$ cat src/rtl/maindec_mc_stall_if.sv
// Controller-side bundle for maindec_mc_stall: opcode/memory handshake in, datapath controls out.
// Perf counter fields exist only when MAINDEC_PERF_CNT_EN is defined.
interface maindec_mc_stall_if #(
   parameter int CNT_W = 32
);
   logic [5:0]       opcode;
   logic             mem_ready;
   logic             mem_req;
   logic             pcwrite;
   logic             memwrite;
   logic             irwrite;
   logic             regwrite;
   logic             alusrca;
   logic             branch;
   logic             iord;
   logic             branch_ne;
   logic             immzero;
   logic [1:0]       regdst;
   logic [1:0]       memtoreg;
   logic [1:0]       alusrcb;
   logic [1:0]       pcsrc;
   logic [2:0]       aluop;
   logic             error;
   logic [4:0]       state_o;
`ifdef MAINDEC_PERF_CNT_EN
   logic [CNT_W-1:0] cyc_cnt;
   logic [CNT_W-1:0] instr_cnt;
   logic [CNT_W-1:0] stall_cnt;

   modport master (
      input  opcode, mem_ready,
      output mem_req, pcwrite, memwrite, irwrite, regwrite, alusrca, branch, iord,
             branch_ne, immzero, regdst, memtoreg, alusrcb, pcsrc, aluop, error, state_o,
             cyc_cnt, instr_cnt, stall_cnt
   );
   modport slave (
      output opcode, mem_ready,
      input  mem_req, pcwrite, memwrite, irwrite, regwrite, alusrca, branch, iord,
             branch_ne, immzero, regdst, memtoreg, alusrcb, pcsrc, aluop, error, state_o,
             cyc_cnt, instr_cnt, stall_cnt
   );
`else
   modport master (
      input  opcode, mem_ready,
      output mem_req, pcwrite, memwrite, irwrite, regwrite, alusrca, branch, iord,
             branch_ne, immzero, regdst, memtoreg, alusrcb, pcsrc, aluop, error, state_o
   );
   modport slave (
      output opcode, mem_ready,
      input  mem_req, pcwrite, memwrite, irwrite, regwrite, alusrca, branch, iord,
             branch_ne, immzero, regdst, memtoreg, alusrcb, pcsrc, aluop, error, state_o
   );
`endif
endinterface

$ cat src/rtl/maindec_mc_stall.sv
// Multicycle MIPS main controller with mem_ready stall, wait timeout into ERROR and
// optional saturating perf counters (MAINDEC_PERF_CNT_EN).
module maindec_mc_stall #(
   parameter int MEM_TIMEOUT = 16,
   parameter int CNT_W       = 32
) (
   input  logic               clk,
   input  logic               reset,
   maindec_mc_stall_if.master bus
);
   typedef enum logic [4:0] {
      S_FETCH   = 5'd0,
      S_DECODE  = 5'd1,
      S_MEMADR  = 5'd2,
      S_MEMRD   = 5'd3,
      S_MEMWB   = 5'd4,
      S_MEMWR   = 5'd5,
      S_RTYPEEX = 5'd6,
      S_RTYPEWB = 5'd7,
      S_BEQEX   = 5'd8,
      S_BNEEX   = 5'd9,
      S_ADDIEX  = 5'd10,
      S_ANDIEX  = 5'd11,
      S_ORIEX   = 5'd12,
      S_SLTIEX  = 5'd13,
      S_IWB     = 5'd14,
      S_JEX     = 5'd15,
      S_JALEX   = 5'd16,
      S_ERROR   = 5'd31
   } state_t;

   localparam logic [5:0] OP_RTYPE = 6'b000000;
   localparam logic [5:0] OP_LW    = 6'b100011;
   localparam logic [5:0] OP_SW    = 6'b101011;
   localparam logic [5:0] OP_BEQ   = 6'b000100;
   localparam logic [5:0] OP_BNE   = 6'b000101;
   localparam logic [5:0] OP_ADDI  = 6'b001000;
   localparam logic [5:0] OP_ANDI  = 6'b001100;
   localparam logic [5:0] OP_ORI   = 6'b001101;
   localparam logic [5:0] OP_SLTI  = 6'b001010;
   localparam logic [5:0] OP_J     = 6'b000010;
   localparam logic [5:0] OP_JAL   = 6'b000011;

   localparam int WAIT_W = (MEM_TIMEOUT > 1) ? $clog2(MEM_TIMEOUT) : 1;
   localparam logic [WAIT_W-1:0] WAIT_MAX = (MEM_TIMEOUT > 0) ? WAIT_W'(MEM_TIMEOUT - 1) : '0;
   localparam bit TIMEOUT_EN = (MEM_TIMEOUT > 0);

   state_t            state_q, state_d;
   logic [WAIT_W-1:0] wait_q, wait_d;
   logic              in_wait;
   logic              timeout;

   assign in_wait = (state_q == S_FETCH) || (state_q == S_MEMRD) || (state_q == S_MEMWR);
   // mem_ready in the same cycle always beats the timeout
   assign timeout = TIMEOUT_EN && in_wait && !bus.mem_ready && (wait_q == WAIT_MAX);

   always_comb begin
      state_d = S_ERROR;
      case (state_q)
         S_FETCH:   state_d = bus.mem_ready ? S_DECODE : (timeout ? S_ERROR : S_FETCH);
         S_DECODE: begin
            case (bus.opcode)
               OP_LW, OP_SW: state_d = S_MEMADR;
               OP_RTYPE:     state_d = S_RTYPEEX;
               OP_BEQ:       state_d = S_BEQEX;
               OP_BNE:       state_d = S_BNEEX;
               OP_ADDI:      state_d = S_ADDIEX;
               OP_ANDI:      state_d = S_ANDIEX;
               OP_ORI:       state_d = S_ORIEX;
               OP_SLTI:      state_d = S_SLTIEX;
               OP_J:         state_d = S_JEX;
               OP_JAL:       state_d = S_JALEX;
               default:      state_d = S_ERROR;
            endcase
         end
         S_MEMADR:  state_d = (bus.opcode == OP_LW) ? S_MEMRD : S_MEMWR;
         S_MEMRD:   state_d = bus.mem_ready ? S_MEMWB : (timeout ? S_ERROR : S_MEMRD);
         S_MEMWR:   state_d = bus.mem_ready ? S_FETCH : (timeout ? S_ERROR : S_MEMWR);
         S_RTYPEEX: state_d = S_RTYPEWB;
         S_ADDIEX, S_ANDIEX, S_ORIEX, S_SLTIEX: state_d = S_IWB;
         S_MEMWB, S_RTYPEWB, S_IWB, S_BEQEX, S_BNEEX, S_JEX, S_JALEX: state_d = S_FETCH;
         S_ERROR:   state_d = S_ERROR;
         default:   state_d = S_ERROR;
      endcase
   end

   // Counter tracks one uninterrupted stall; any state change restarts it
   always_comb begin
      wait_d = '0;
      if (in_wait && !bus.mem_ready && (state_d == state_q)) begin
         wait_d = wait_q + 1'b1;
      end
   end

   always_ff @(posedge clk) begin
      if (reset) begin
         state_q <= S_FETCH;
         wait_q  <= '0;
      end else begin
         state_q <= state_d;
         wait_q  <= wait_d;
      end
   end

   always_comb begin
      bus.mem_req   = 1'b0;
      bus.pcwrite   = 1'b0;
      bus.memwrite  = 1'b0;
      bus.irwrite   = 1'b0;
      bus.regwrite  = 1'b0;
      bus.alusrca   = 1'b0;
      bus.branch    = 1'b0;
      bus.iord      = 1'b0;
      bus.branch_ne = 1'b0;
      bus.immzero   = 1'b0;
      bus.regdst    = 2'b00;
      bus.memtoreg  = 2'b00;
      bus.alusrcb   = 2'b00;
      bus.pcsrc     = 2'b00;
      bus.aluop     = 3'b000;
      case (state_q)
         S_FETCH: begin
            // IR/PC load only on the completing cycle so a stalled fetch advances PC once
            bus.mem_req = 1'b1;
            bus.alusrcb = 2'b01;
            bus.irwrite = bus.mem_ready;
            bus.pcwrite = bus.mem_ready;
         end
         S_DECODE: bus.alusrcb = 2'b11;
         S_MEMADR, S_ADDIEX: begin
            bus.alusrca = 1'b1;
            bus.alusrcb = 2'b10;
         end
         S_MEMRD: begin
            bus.mem_req = 1'b1;
            bus.iord    = 1'b1;
         end
         S_MEMWR: begin
            bus.mem_req  = 1'b1;
            bus.iord     = 1'b1;
            bus.memwrite = 1'b1;
         end
         S_MEMWB: begin
            bus.regwrite = 1'b1;
            bus.memtoreg = 2'b01;
         end
         S_RTYPEEX: begin
            bus.alusrca = 1'b1;
            bus.aluop   = 3'b010;
         end
         S_RTYPEWB: begin
            bus.regwrite = 1'b1;
            bus.regdst   = 2'b01;
         end
         S_BEQEX, S_BNEEX: begin
            bus.alusrca   = 1'b1;
            bus.aluop     = 3'b001;
            bus.pcsrc     = 2'b01;
            bus.branch    = (state_q == S_BEQEX);
            bus.branch_ne = (state_q == S_BNEEX);
         end
         S_ANDIEX, S_ORIEX: begin
            bus.alusrca = 1'b1;
            bus.alusrcb = 2'b10;
            bus.immzero = 1'b1;
            bus.aluop   = (state_q == S_ANDIEX) ? 3'b011 : 3'b100;
         end
         S_SLTIEX: begin
            bus.alusrca = 1'b1;
            bus.alusrcb = 2'b10;
            bus.aluop   = 3'b101;
         end
         S_IWB: bus.regwrite = 1'b1;
         S_JEX: begin
            bus.pcsrc   = 2'b10;
            bus.pcwrite = 1'b1;
         end
         S_JALEX: begin
            bus.pcsrc    = 2'b10;
            bus.pcwrite  = 1'b1;
            bus.regwrite = 1'b1;
            bus.regdst   = 2'b10;
            bus.memtoreg = 2'b10;
         end
         default: ;
      endcase
   end

   assign bus.error   = (state_q == S_ERROR);
   assign bus.state_o = state_q;

`ifdef MAINDEC_PERF_CNT_EN
   logic [CNT_W-1:0] cyc_cnt_q, cyc_cnt_d;
   logic [CNT_W-1:0] instr_cnt_q, instr_cnt_d;
   logic [CNT_W-1:0] stall_cnt_q, stall_cnt_d;

   always_comb begin
      cyc_cnt_d   = cyc_cnt_q;
      instr_cnt_d = instr_cnt_q;
      stall_cnt_d = stall_cnt_q;
      if ((state_q != S_ERROR) && (cyc_cnt_q != '1)) begin
         cyc_cnt_d = cyc_cnt_q + 1'b1;
      end
      // Only completing states can hand control back to FETCH
      if ((state_d == S_FETCH) && (state_q != S_FETCH) && (instr_cnt_q != '1)) begin
         instr_cnt_d = instr_cnt_q + 1'b1;
      end
      if (in_wait && !bus.mem_ready && (stall_cnt_q != '1)) begin
         stall_cnt_d = stall_cnt_q + 1'b1;
      end
   end

   always_ff @(posedge clk) begin
      if (reset) begin
         cyc_cnt_q   <= '0;
         instr_cnt_q <= '0;
         stall_cnt_q <= '0;
      end else begin
         cyc_cnt_q   <= cyc_cnt_d;
         instr_cnt_q <= instr_cnt_d;
         stall_cnt_q <= stall_cnt_d;
      end
   end

   assign bus.cyc_cnt   = cyc_cnt_q;
   assign bus.instr_cnt = instr_cnt_q;
   assign bus.stall_cnt = stall_cnt_q;
`endif
endmodule
$ cat src/flat_wrapper.sv
// flat-port wrapper written by rule: the top's interface ports become plain ports
module maindec_mc_stall_flat 
#(
   parameter int MEM_TIMEOUT = 16,
   parameter int CNT_W       = 32
)
  (clk, reset, bus_opcode, bus_mem_ready, bus_mem_req, bus_pcwrite, bus_memwrite, bus_irwrite, bus_regwrite, bus_alusrca, bus_branch, bus_iord, bus_branch_ne, bus_immzero, bus_regdst, bus_memtoreg, bus_alusrcb, bus_pcsrc, bus_aluop, bus_error, bus_state_o);
  maindec_mc_stall_if #(.CNT_W(CNT_W)) bus_i ();
  input  logic clk;
  input  logic reset;
  input wire logic [$bits(bus_i.opcode)-1:0] bus_opcode;
  input wire logic [$bits(bus_i.mem_ready)-1:0] bus_mem_ready;
  output wire logic [$bits(bus_i.mem_req)-1:0] bus_mem_req;
  output wire logic [$bits(bus_i.pcwrite)-1:0] bus_pcwrite;
  output wire logic [$bits(bus_i.memwrite)-1:0] bus_memwrite;
  output wire logic [$bits(bus_i.irwrite)-1:0] bus_irwrite;
  output wire logic [$bits(bus_i.regwrite)-1:0] bus_regwrite;
  output wire logic [$bits(bus_i.alusrca)-1:0] bus_alusrca;
  output wire logic [$bits(bus_i.branch)-1:0] bus_branch;
  output wire logic [$bits(bus_i.iord)-1:0] bus_iord;
  output wire logic [$bits(bus_i.branch_ne)-1:0] bus_branch_ne;
  output wire logic [$bits(bus_i.immzero)-1:0] bus_immzero;
  output wire logic [$bits(bus_i.regdst)-1:0] bus_regdst;
  output wire logic [$bits(bus_i.memtoreg)-1:0] bus_memtoreg;
  output wire logic [$bits(bus_i.alusrcb)-1:0] bus_alusrcb;
  output wire logic [$bits(bus_i.pcsrc)-1:0] bus_pcsrc;
  output wire logic [$bits(bus_i.aluop)-1:0] bus_aluop;
  output wire logic [$bits(bus_i.error)-1:0] bus_error;
  output wire logic [$bits(bus_i.state_o)-1:0] bus_state_o;
  assign bus_i.opcode = bus_opcode;
  assign bus_i.mem_ready = bus_mem_ready;
  assign bus_mem_req = bus_i.mem_req;
  assign bus_pcwrite = bus_i.pcwrite;
  assign bus_memwrite = bus_i.memwrite;
  assign bus_irwrite = bus_i.irwrite;
  assign bus_regwrite = bus_i.regwrite;
  assign bus_alusrca = bus_i.alusrca;
  assign bus_branch = bus_i.branch;
  assign bus_iord = bus_i.iord;
  assign bus_branch_ne = bus_i.branch_ne;
  assign bus_immzero = bus_i.immzero;
  assign bus_regdst = bus_i.regdst;
  assign bus_memtoreg = bus_i.memtoreg;
  assign bus_alusrcb = bus_i.alusrcb;
  assign bus_pcsrc = bus_i.pcsrc;
  assign bus_aluop = bus_i.aluop;
  assign bus_error = bus_i.error;
  assign bus_state_o = bus_i.state_o;
  maindec_mc_stall #(.MEM_TIMEOUT(MEM_TIMEOUT), .CNT_W(CNT_W)) u_core (.clk(clk), .reset(reset), .bus(bus_i));
endmodule
$ cat config.mk
export PLATFORM = sky130hd
export DESIGN_NAME = maindec_mc_stall_flat
export DESIGN_NICKNAME = d
export VERILOG_FILES = /design/src/rtl/maindec_mc_stall_if.sv /design/src/rtl/maindec_mc_stall.sv /design/src/flat_wrapper.sv
export SDC_FILE = /design/constraint.sdc
export NUM_CORES = 1
export LEC_CHECK = 0
export CAP_MARGIN = 20
export CORE_MARGIN = 8
export CORE_UTILIZATION = 41
export CTS_CLUSTER_SIZE = 30
export DETAILED_ROUTE_END_ITERATION = 12
export HOLD_SLACK_MARGIN = 0.1
export PLACE_DENSITY = 0.81
export SYNTH_ARGS = -nofsm -noshare
export SYNTH_HDL_FRONTEND = slang
export SYNTH_SLANG_ARGS = --single-unit
$ cat constraint.sdc
create_clock -name clk -period 1.5 [get_ports clk]
set_input_delay 0.3 -clock clk [delete_from_list [all_inputs] [get_ports clk]]
set_output_delay 0.3 -clock clk [all_outputs]
set_load 0.005 [all_outputs]
==> results of run 1 <==
==> per-stage QoR <==
| step | instance area, um^2 | hold slack (ns) | setup WS, ns | utilization |
|---|---|---|---|---|
| after global placement | 1710 | 0.428 | -0.430 | 0.703 |
| after CTS | 2080 | 0.454 | -0.379 | 0.854 |
| after floorplan | 1040 | 0.355 | -0.132 | - |
| after detailed placement | 1710 | 0.440 | -0.502 | 0.703 |
==> cells in the mapped netlist, types with 2 or more instances <==
| library cell | number |
|---|---|
| clkbuf_1 | 11 |
| buf_1 | 2 |
| a31oi_1 | 3 |
| mux2i_1 | 2 |
| o41ai_1 | 2 |
| xor2_1 | 3 |
| nand2b_1 | 4 |
| nor2b_1 | 4 |
| nor2_1 | 19 |
| and3_1 | 6 |
| dfxtp_1 | 9 |
| o21bai_1 | 2 |
| xnor2_1 | 3 |
| nand2_1 | 10 |
| o31ai_1 | 2 |
| or4_1 | 2 |
| nand3_1 | 8 |
| o21ai_0 | 12 |
| nor3_1 | 8 |
| inv_1 | 7 |
| a21oi_1 | 10 |
| or2_2 | 2 |
==> cell families after synthesis <==
kind of cell,count (synthesis),share of synthesized area
fa+ha+maj,1,0.0121
simple gates,73,0.378
flops,9,0.174
compound gates,43,0.270
buf+inv,23,0.0956
mux,2,0.0194
xor+xnor,6,0.0509
==> repair_timing <==
item | CTS
endpoints found under the setup margin | 36
resized for setup | 159
pin swaps | 31
setup buffers | 32
hold endpoints to repair | 0
==> reports/results.tsv, run 1 <==
metric	value	unit
status	stopped before the end	
Failed at	global routing	
Log Error	[ERROR DPL-0038] Utilization greater than 100%, impossible to legalize	
Starting Density	0.425	
synthesized instance count	157	
FFs w/ async S/R, synth	0	
WEP type	register data pin	
# IOs	36	
largest net degree at the start of global routing	11	
Cell variety after synth	48	
IO buf count	35	
sequential area share after synthesis	0.174	
row count	18	
cts hold-fix bufs	0	
cell count after placement	254	
Synth area leaders	dfxtp_1 (17%), nor2_1 (6.9%), o21ai_0 (5.8%)	
chip width	66.2	um
Yosys top cell by area	dfxtp_1	
Final HPWL DP	2.88	mm
post-synthesis register bit count	9	
Post-synth EDFFs	0	
Die H	66.2	um
Sink Count	9	
ys flop type	dfxtp_1	
area of the mapped netlist	1030	um^2
Root Buffer	clkbuf_4	
Avg Cell Area, Syn	6.58	um^2
Num CTS Buffers	3	
Yosys top cell area share	0.174	
routability congestion estimate	0.954	
Clock Path Buffers	2	
worst_ep grt	u_core.bus.state_o[2]$_SDFF_PP0_/D	
Ys Warns	0	
Syn Nets	167	
H-tree depth	1	
==> run 2, diff against run 1 <==
--- a/config.mk
+++ b/config.mk
@@ -6,12 +6,10 @@
 export NUM_CORES = 1
 export LEC_CHECK = 0
 export CAP_MARGIN = 20
-export CORE_MARGIN = 8
-export CORE_UTILIZATION = 41
-export CTS_CLUSTER_SIZE = 30
+export CORE_AREA = 8 8 69 71
 export DETAILED_ROUTE_END_ITERATION = 12
-export HOLD_SLACK_MARGIN = 0.1
-export PLACE_DENSITY = 0.81
+export DIE_AREA = 0 0 77 79
+export PLACE_DENSITY_LB_ADDON = 0.15
 export SYNTH_ARGS = -nofsm -noshare
 export SYNTH_HDL_FRONTEND = slang
 export SYNTH_SLANG_ARGS = --single-unit
==> constraint.sdc (replaced) <==
create_clock -name clk -period 2 [get_ports clk]
set_input_delay 0.4 -clock clk [delete_from_list [all_inputs] [get_ports clk]]
set_output_delay 0.4 -clock clk [all_outputs]
set_load 0.005 [all_outputs]
==> run 2 against run 1 <==
Effect of this change:
- the flow now finishes without violations
- synthesized cell count unchanged
- area after synthesis stayed put
==> reports/results.tsv, run 2 <==
metric	value	unit	change
status	finished, final reports clean		was stopped before the end
Iteration-0 DRC Markers	101		
CP startpoint kind	flip-flop		
Ys Warns	0		unchanged
number of flip-flops in the largest register	5		
Starting Density	0.272		was 0.425
Hold Slack	0.451	ns	
most common cell in the synthesized netlist	nor2_1		unchanged
FMAX	513	MHz	
synthesis-to-layout area growth	79.9	%	
DRT Wirelength	3.97	mm	
LEAKAGE	0.917	nW	
Crit path required time	1.60	ns	
nets@finish	233		
most common cell after layout, fill and taps aside	buf_4		
Yosys top cell by area	dfxtp_1		unchanged
via/cell ratio	5.25		
crit path DAT	1.55	ns	
Synth top cells by count	nor2_1 (19), o21ai_0 (12), clkbuf_1 (11)		unchanged
Final HPWL DP	2.89	mm	was 2.88 mm
sequential area share after synthesis	0.174		unchanged
largest net degree at the start of global routing	17		
Syn Nets	167		unchanged
Cell variety after synth	48		unchanged
Synth area leaders	dfxtp_1 (17%), nor2_1 (6.9%), o21ai_0 (5.8%)		unchanged
Antenna Nets Post-Route	0		
Root Buffer	clkbuf_8		was clkbuf_4
Post-synth EDFFs	0		unchanged
Avg Cell Area, Syn	6.58	um^2	unchanged
Power, Total	2.79	mW	
most frequent cells in the layout	buf_4 (37), nor2_1 (15), clkdlybuf4s50_1 (14)		
crit-path max FO	12		
IO buf count	35		unchanged
area of the mapped netlist	1030	um^2	unchanged
Core Box Area	3800	um^2	
Sink Count	9		unchanged
grt ovf	0		
chip width	77	um	was 66.2 um
ys flop type	dfxtp_1		unchanged
Period Utilization, post-route	0.975		
CTS tree	done		
worst vdd ir	0.428	mV	
post-synthesis register bit count	9		unchanged
drt pass-1 iters	4		
Setup-failing EPs final	0		
unrepaired setup endpoints after global routing	yes		
Power Density	1500	nW/um^2	
first-pass GRT wire length	6.11	mm	
Worst slew margin	0.776		
Die H	79	um	was 66.2 um
setup ws final	0.0507	ns	
Tmin final	1.95	ns	
vias in the first global route	1340		
worst skew pair latency	0.24	ns	
drt wl/cell	14.6	um	
row count	23		was 18
worst slack, placed	-0.126	ns	was -0.502 ns
Total GRT Usage	0.120		
Slew @ Worst Pin	0.332	ns	
Clock Path Buffers	2		unchanged
Die Area	6080	um^2	
FFs w/ async S/R, synth	0		unchanged
# IOs	36		unchanged
cts hold-fix bufs	0		unchanged
H-tree depth	1		unchanged
Filler cells	390		
layout cells sized above 1	0.311		
Final Hold Viols	0		
max-cap violations	0		
synthesized instance count	157		unchanged
Fin Clk Skew	0.00436	ns	
hold crit path type	flip-flop to flip-flop		
Setup TNS	0	ns	
Vias	1428		
n_diodes	0		
Yosys top cell area share	0.174		unchanged
Pins Over Slew Limit	0		
CP Class	flip-flop to primary output		
routability congestion estimate	0.903		was 0.954
initial antenna violation count	0		
capturing element type of the critical path	primary output		
Num CTS Buffers	3		unchanged
Reg clk slew, reported paths	0.05	ns	
drt drc	0		
## run 2: cell counts after synthesis
No cell type changed its count.
## run 2: timing repair
item / in CTS / in global routing
pin swaps: 2 / 6
endpoints found under the setup margin: 23 / 11
gates cloned: 0 / 1
buffers inserted: 2 / 4
gates resized for setup: 29 / 23
## run 2: layout make-up
class,instances,area [um^2],area share
sequential,9,199,0.107
tap,50,62.6,0.0336
clock buffer,4,45.0,0.0242
multi-input combinational,125,812,0.437
inverter,7,26.3,0.0141
timing repair buffer,77,714,0.384
## run 2: worst paths after layout
check | cells past startpoint | end | slack, ns | start
min | 1 | u_core.wait_q[0] | 0.45 | u_core.wait_q[0]
max reg2reg | 7 | u_core.bus.state_o[2] | 0.11 | u_core.bus.state_o[0]
min reg2reg | 1 | u_core.wait_q[0] | 0.45 | u_core.wait_q[0]
max | 4 | bus_aluop[2] | 0.05 | u_core.bus.state_o[1]
## run 2: cells by family after synthesis
logic type / after synthesis / synth area share
muxes: 2 / 0.0194
AOI/OAI and AO/OA: 43 / 0.270
DFF: 9 / 0.174
adders and majority gates: 1 / 0.0121
buffers and inverters: 23 / 0.0956
and+or+nand+nor: 73 / 0.378
xor gates and xnor gates: 6 / 0.0509
## run 2: power breakdown
group	switching (mW)	internal (mW)	total (mW)
sequential	0.127	0.262	0.389
clock	0.0793	0.140	0.219
combinational	0.945	1.23	2.18
## run 2: stage by stage
step | util | area [um^2] | cells
2_1_floorplan | - | 1030 | 157
3_3_place_gp | 0.436 | 1660 | 262
3_5_place_dp | 0.436 | 1660 | 262
4_1_cts | 0.459 | 1740 | 268
5_1_grt | 0.489 | 1860 | 272
6_report | 0.489 | 1860 | 272
## run 2: worst max-delay path, cell delays in order (launching register included)
cell and delay, ns:
dfxtp_4 0.40, nor2_2 0.12, buf_4 0.15, and3_1 0.15, clkdlybuf4s50_1 0.50
## run 2: layer usage
metal | vias up | part of all wire | GRT usage | wire length (um)
met1 | 664 | 0.44 | 0.141 | 1740
li1 | 700 | - | - | -
met2 | 56 | 0.48 | 0.212 | 1920
met5 | - | 0 | 0 | 0
met4 | 0 | 0.021 | 0.0509 | 82
met3 | 8 | 0.057 | 0.0181 | 225
Note: power is estimated with default switching activity, not from simulation.
==> run 3, diff against run 2 <==
--- a/config.mk
+++ b/config.mk
@@ -9,6 +9,7 @@
 export CORE_AREA = 8 8 69 71
 export DETAILED_ROUTE_END_ITERATION = 12
 export DIE_AREA = 0 0 77 79
+export HOLD_SLACK_MARGIN = 0.12
 export PLACE_DENSITY_LB_ADDON = 0.15
 export SYNTH_ARGS = -nofsm -noshare
 export SYNTH_HDL_FRONTEND = slang
==> results of run 3 <==
Final layout, timing and power as in run 2 (identical DEF).
==> run 4, diff against run 3 <==
--- a/config.mk
+++ b/config.mk
@@ -6,11 +6,15 @@
 export NUM_CORES = 1
 export LEC_CHECK = 0
 export CAP_MARGIN = 20
+export CELL_PAD_IN_SITES_DETAIL_PLACEMENT = 0
+export CELL_PAD_IN_SITES_GLOBAL_PLACEMENT = 1
 export CORE_AREA = 8 8 69 71
+export CTS_BUF_LIST = sky130_fd_sc_hd__clkbuf_16
 export DETAILED_ROUTE_END_ITERATION = 12
 export DIE_AREA = 0 0 77 79
 export HOLD_SLACK_MARGIN = 0.12
 export PLACE_DENSITY_LB_ADDON = 0.15
+export RECOVER_POWER = 50
 export SYNTH_ARGS = -nofsm -noshare
 export SYNTH_HDL_FRONTEND = slang
 export SYNTH_SLANG_ARGS = --single-unit
==> run 4 against run 3 <==
Effect of this change:
- power is 1.7% lower
- combinational power fell by 9%
- sequential power rose by 3%
- first-iteration DRC count down 44%
- sequential share of layout area up 0.068 points
- critical path depth rose by 1
- non-clock buffer count rose by 4
- routed wire length decreased by 3.5%
- utilization shrank 0.92 points
- cell count increased by 1.5%
- via count down 3.8%
- critical path type unchanged
==> reports/results.tsv, run 4 (synthesis gave the netlist of run 2 again) <==
metric	value	unit	change
P_int	1.63	mW	about the same
Sink Count	9		unchanged
H-tree depth	1		unchanged
layout cells sized above 1	0.292		was 0.311
worst vdd ir	0.524	mV	was 0.428 mV
worst skew pair latency	0.23	ns	was 0.24 ns
drt drc	0		unchanged
crit path DAT	1.55	ns	about the same
unrepaired setup endpoints after global routing	yes		unchanged
Antenna Nets Post-Route	0		unchanged
Core Box Area	3800	um^2	unchanged
largest net degree at the start of global routing	17		unchanged
cell count after placement	266		was 262
Reg clk slew, reported paths	0.04	ns	was 0.05 ns
cts hold-fix bufs	0		unchanged
sw frac	0.404		was 0.413
Crit path required time	1.60	ns	about the same
FMAX	512	MHz	was 513 MHz
crit-path max FO	9		was 12
initial antenna violation count	0		unchanged
Power Density	1500	nW/um^2	about the same
Fin Clk Skew	0.00223	ns	was 0.00436 ns
CTS tree	done		unchanged
Tmin final	1.95	ns	about the same
setup ws final	0.0454	ns	was 0.0507 ns
routability congestion estimate	0.835		was 0.903
part of the power in combinational logic	0.727		was 0.782
capturing element type of the critical path	primary output		unchanged
nets@finish	237		was 233
Power, Total	2.74	mW	was 2.79 mW
IO buf count	35		unchanged
drt pass-1 iters	4		unchanged
Vias	1374		was 1428
Root Buffer	clkbuf_16		was clkbuf_8
hold path start	u_core.wait_q[0]		unchanged
dpl cell area	1690	um^2	was 1660 um^2
number of flip-flops in the largest register	5		unchanged
hold crit path type	flip-flop to flip-flop		unchanged
Hold EP	u_core.wait_q[0]		unchanged
Die H	79	um	unchanged
Final HPWL DP	2.97	mm	was 2.89 mm
fin area	1820	um^2	was 1860 um^2
max-cap violations	0		unchanged
most common cell after layout, fill and taps aside	buf_4		unchanged
LEAKAGE	0.849	nW	was 0.917 nW
Final Hold Viols	0		unchanged
grt ovf	0		unchanged
Die Area	6080	um^2	unchanged
# IOs	36		unchanged
Setup-failing EPs final	0		unchanged
n_diodes	0		unchanged
synthesis-to-layout area growth	76.5	%	was 79.9%
clock network power share	0.127		was 0.079
worst slack, placed	-0.124	ns	was -0.126 ns
Period Utilization, post-route	0.977		was 0.975
Hold Slack	0.454	ns	was 0.451 ns
final non-filler cell total	276		was 272
Seq pwr share	0.146		was 0.140
Worst R2R Start	u_core.bus.state_o[0]		unchanged
Clock Path Buffers	2		unchanged
Worst Reg2Reg Path Length in Cells	6		was 7
worst hold stages	1		unchanged
CP startpoint kind	flip-flop		unchanged
row count	23		unchanged
Num CTS Buffers	3		unchanged
DRT Wirelength	3.83	mm	was 3.97 mm
vias in the first global route	1349		was 1340
Starting Density	0.272		unchanged
Slew @ Worst Pin	0.370	ns	was 0.332 ns
Worst slew margin	0.750		was 0.776
Iteration-0 DRC Markers	57		was 101
drt wl/cell	13.9	um	was 14.6 um
via/cell ratio	4.98		was 5.25
Reg-to-Reg End	u_core.bus.state_o[2]		unchanged
Psw	1.11	mW	was 1.15 mW
status	finished, final reports clean		unchanged
most frequent cells in the layout	buf_4 (41), clkdlybuf4s50_1 (17), dlygate4sd2_1 (16)		was buf_4 (37), nor2_1 (15), clkdlybuf4s50_1 (14)
first-pass GRT wire length	6.20	mm	was 6.11 mm
chip width	77	um	unchanged
Reg2Reg Setup Slack	0.15	ns	was 0.11 ns
Pins Over Slew Limit	0		unchanged
CP Class	flip-flop to primary output		unchanged
Total GRT Usage	0.120		about the same
-- run 4: through the flow --
stage,utilization,TNS (ns)
floorplan,-,0
global placement,0.444,-0.831
detailed placement,0.444,-0.975
CTS,0.476,0
global route,0.480,-0.0191
finish,0.480,0
-- run 4: metal layers --
layer / share of wire / global-route usage / vias to the layer above
met1: 0.46 / 0.146 / 626
met3: 0.048 / 0.0339 / 4
met2: 0.49 / 0.201 / 37
met5: 0 / 0 / -
li1: - / - / 707
met4: 0.0070 / 0.0396 / 0
-- run 4: power groups by stage --
stage          Combinational [mW]  Sequential, mW  Clock [mW]
6_report                     1.99           0.399       0.349
5_1_grt                      2.17           0.412       0.373
4_1_cts                      1.97           0.390       0.352
3_5_place_dp                 1.98           0.378           0
3_3_place_gp                 1.97           0.377           0
2_1_floorplan                1.00           0.272           0
-- run 4: cell type report --
| cell class | count | area (um^2) |
|---|---|---|
| fillers | 402 | 1970 |
| clock inverters | 1 | 3.75 |
| multi-input cells | 125 | 779 |
| repair buffers | 81 | 681 |
| clock buffers | 3 | 75.1 |
| inverters | 7 | 26.3 |
| flip-flops and latches | 9 | 196 |
| well taps | 50 | 62.6 |
-- run 4: critical path, stage by stage, from the launching register on --
cell	delay [ns]
dfxtp_4	0.41
buf_6	0.13
nor2_2	0.03
and3_1	0.20
or2_2	0.28
dlygate4sd2_1	0.27
-- run 4: worst max-delay path by stage --
stage	slack [ns]	depth (start not counted)	endpoint	startpoint
CTS	0.01	5	bus_regdst[1]	u_core.bus.state_o[0]
detailed placement	-0.12	4	bus_pcwrite	bus_mem_ready
global route	-0.01	5	bus_regdst[1]	u_core.bus.state_o[1]
finish	0.05	5	bus_pcwrite	u_core.bus.state_o[1]
global placement	-0.12	4	bus_pcwrite	bus_mem_ready
floorplan	0.19	5	bus_alusrca	u_core.bus.state_o[3]
-- run 4: what timing repair did --
| item | in CTS | in global routing |
|---|---|---|
| buffers inserted | 5 | 1 |
| setup endpoints to repair | 23 | 7 |
| gates resized for setup | 32 | 7 |
| pin swaps | 1 | 1 |
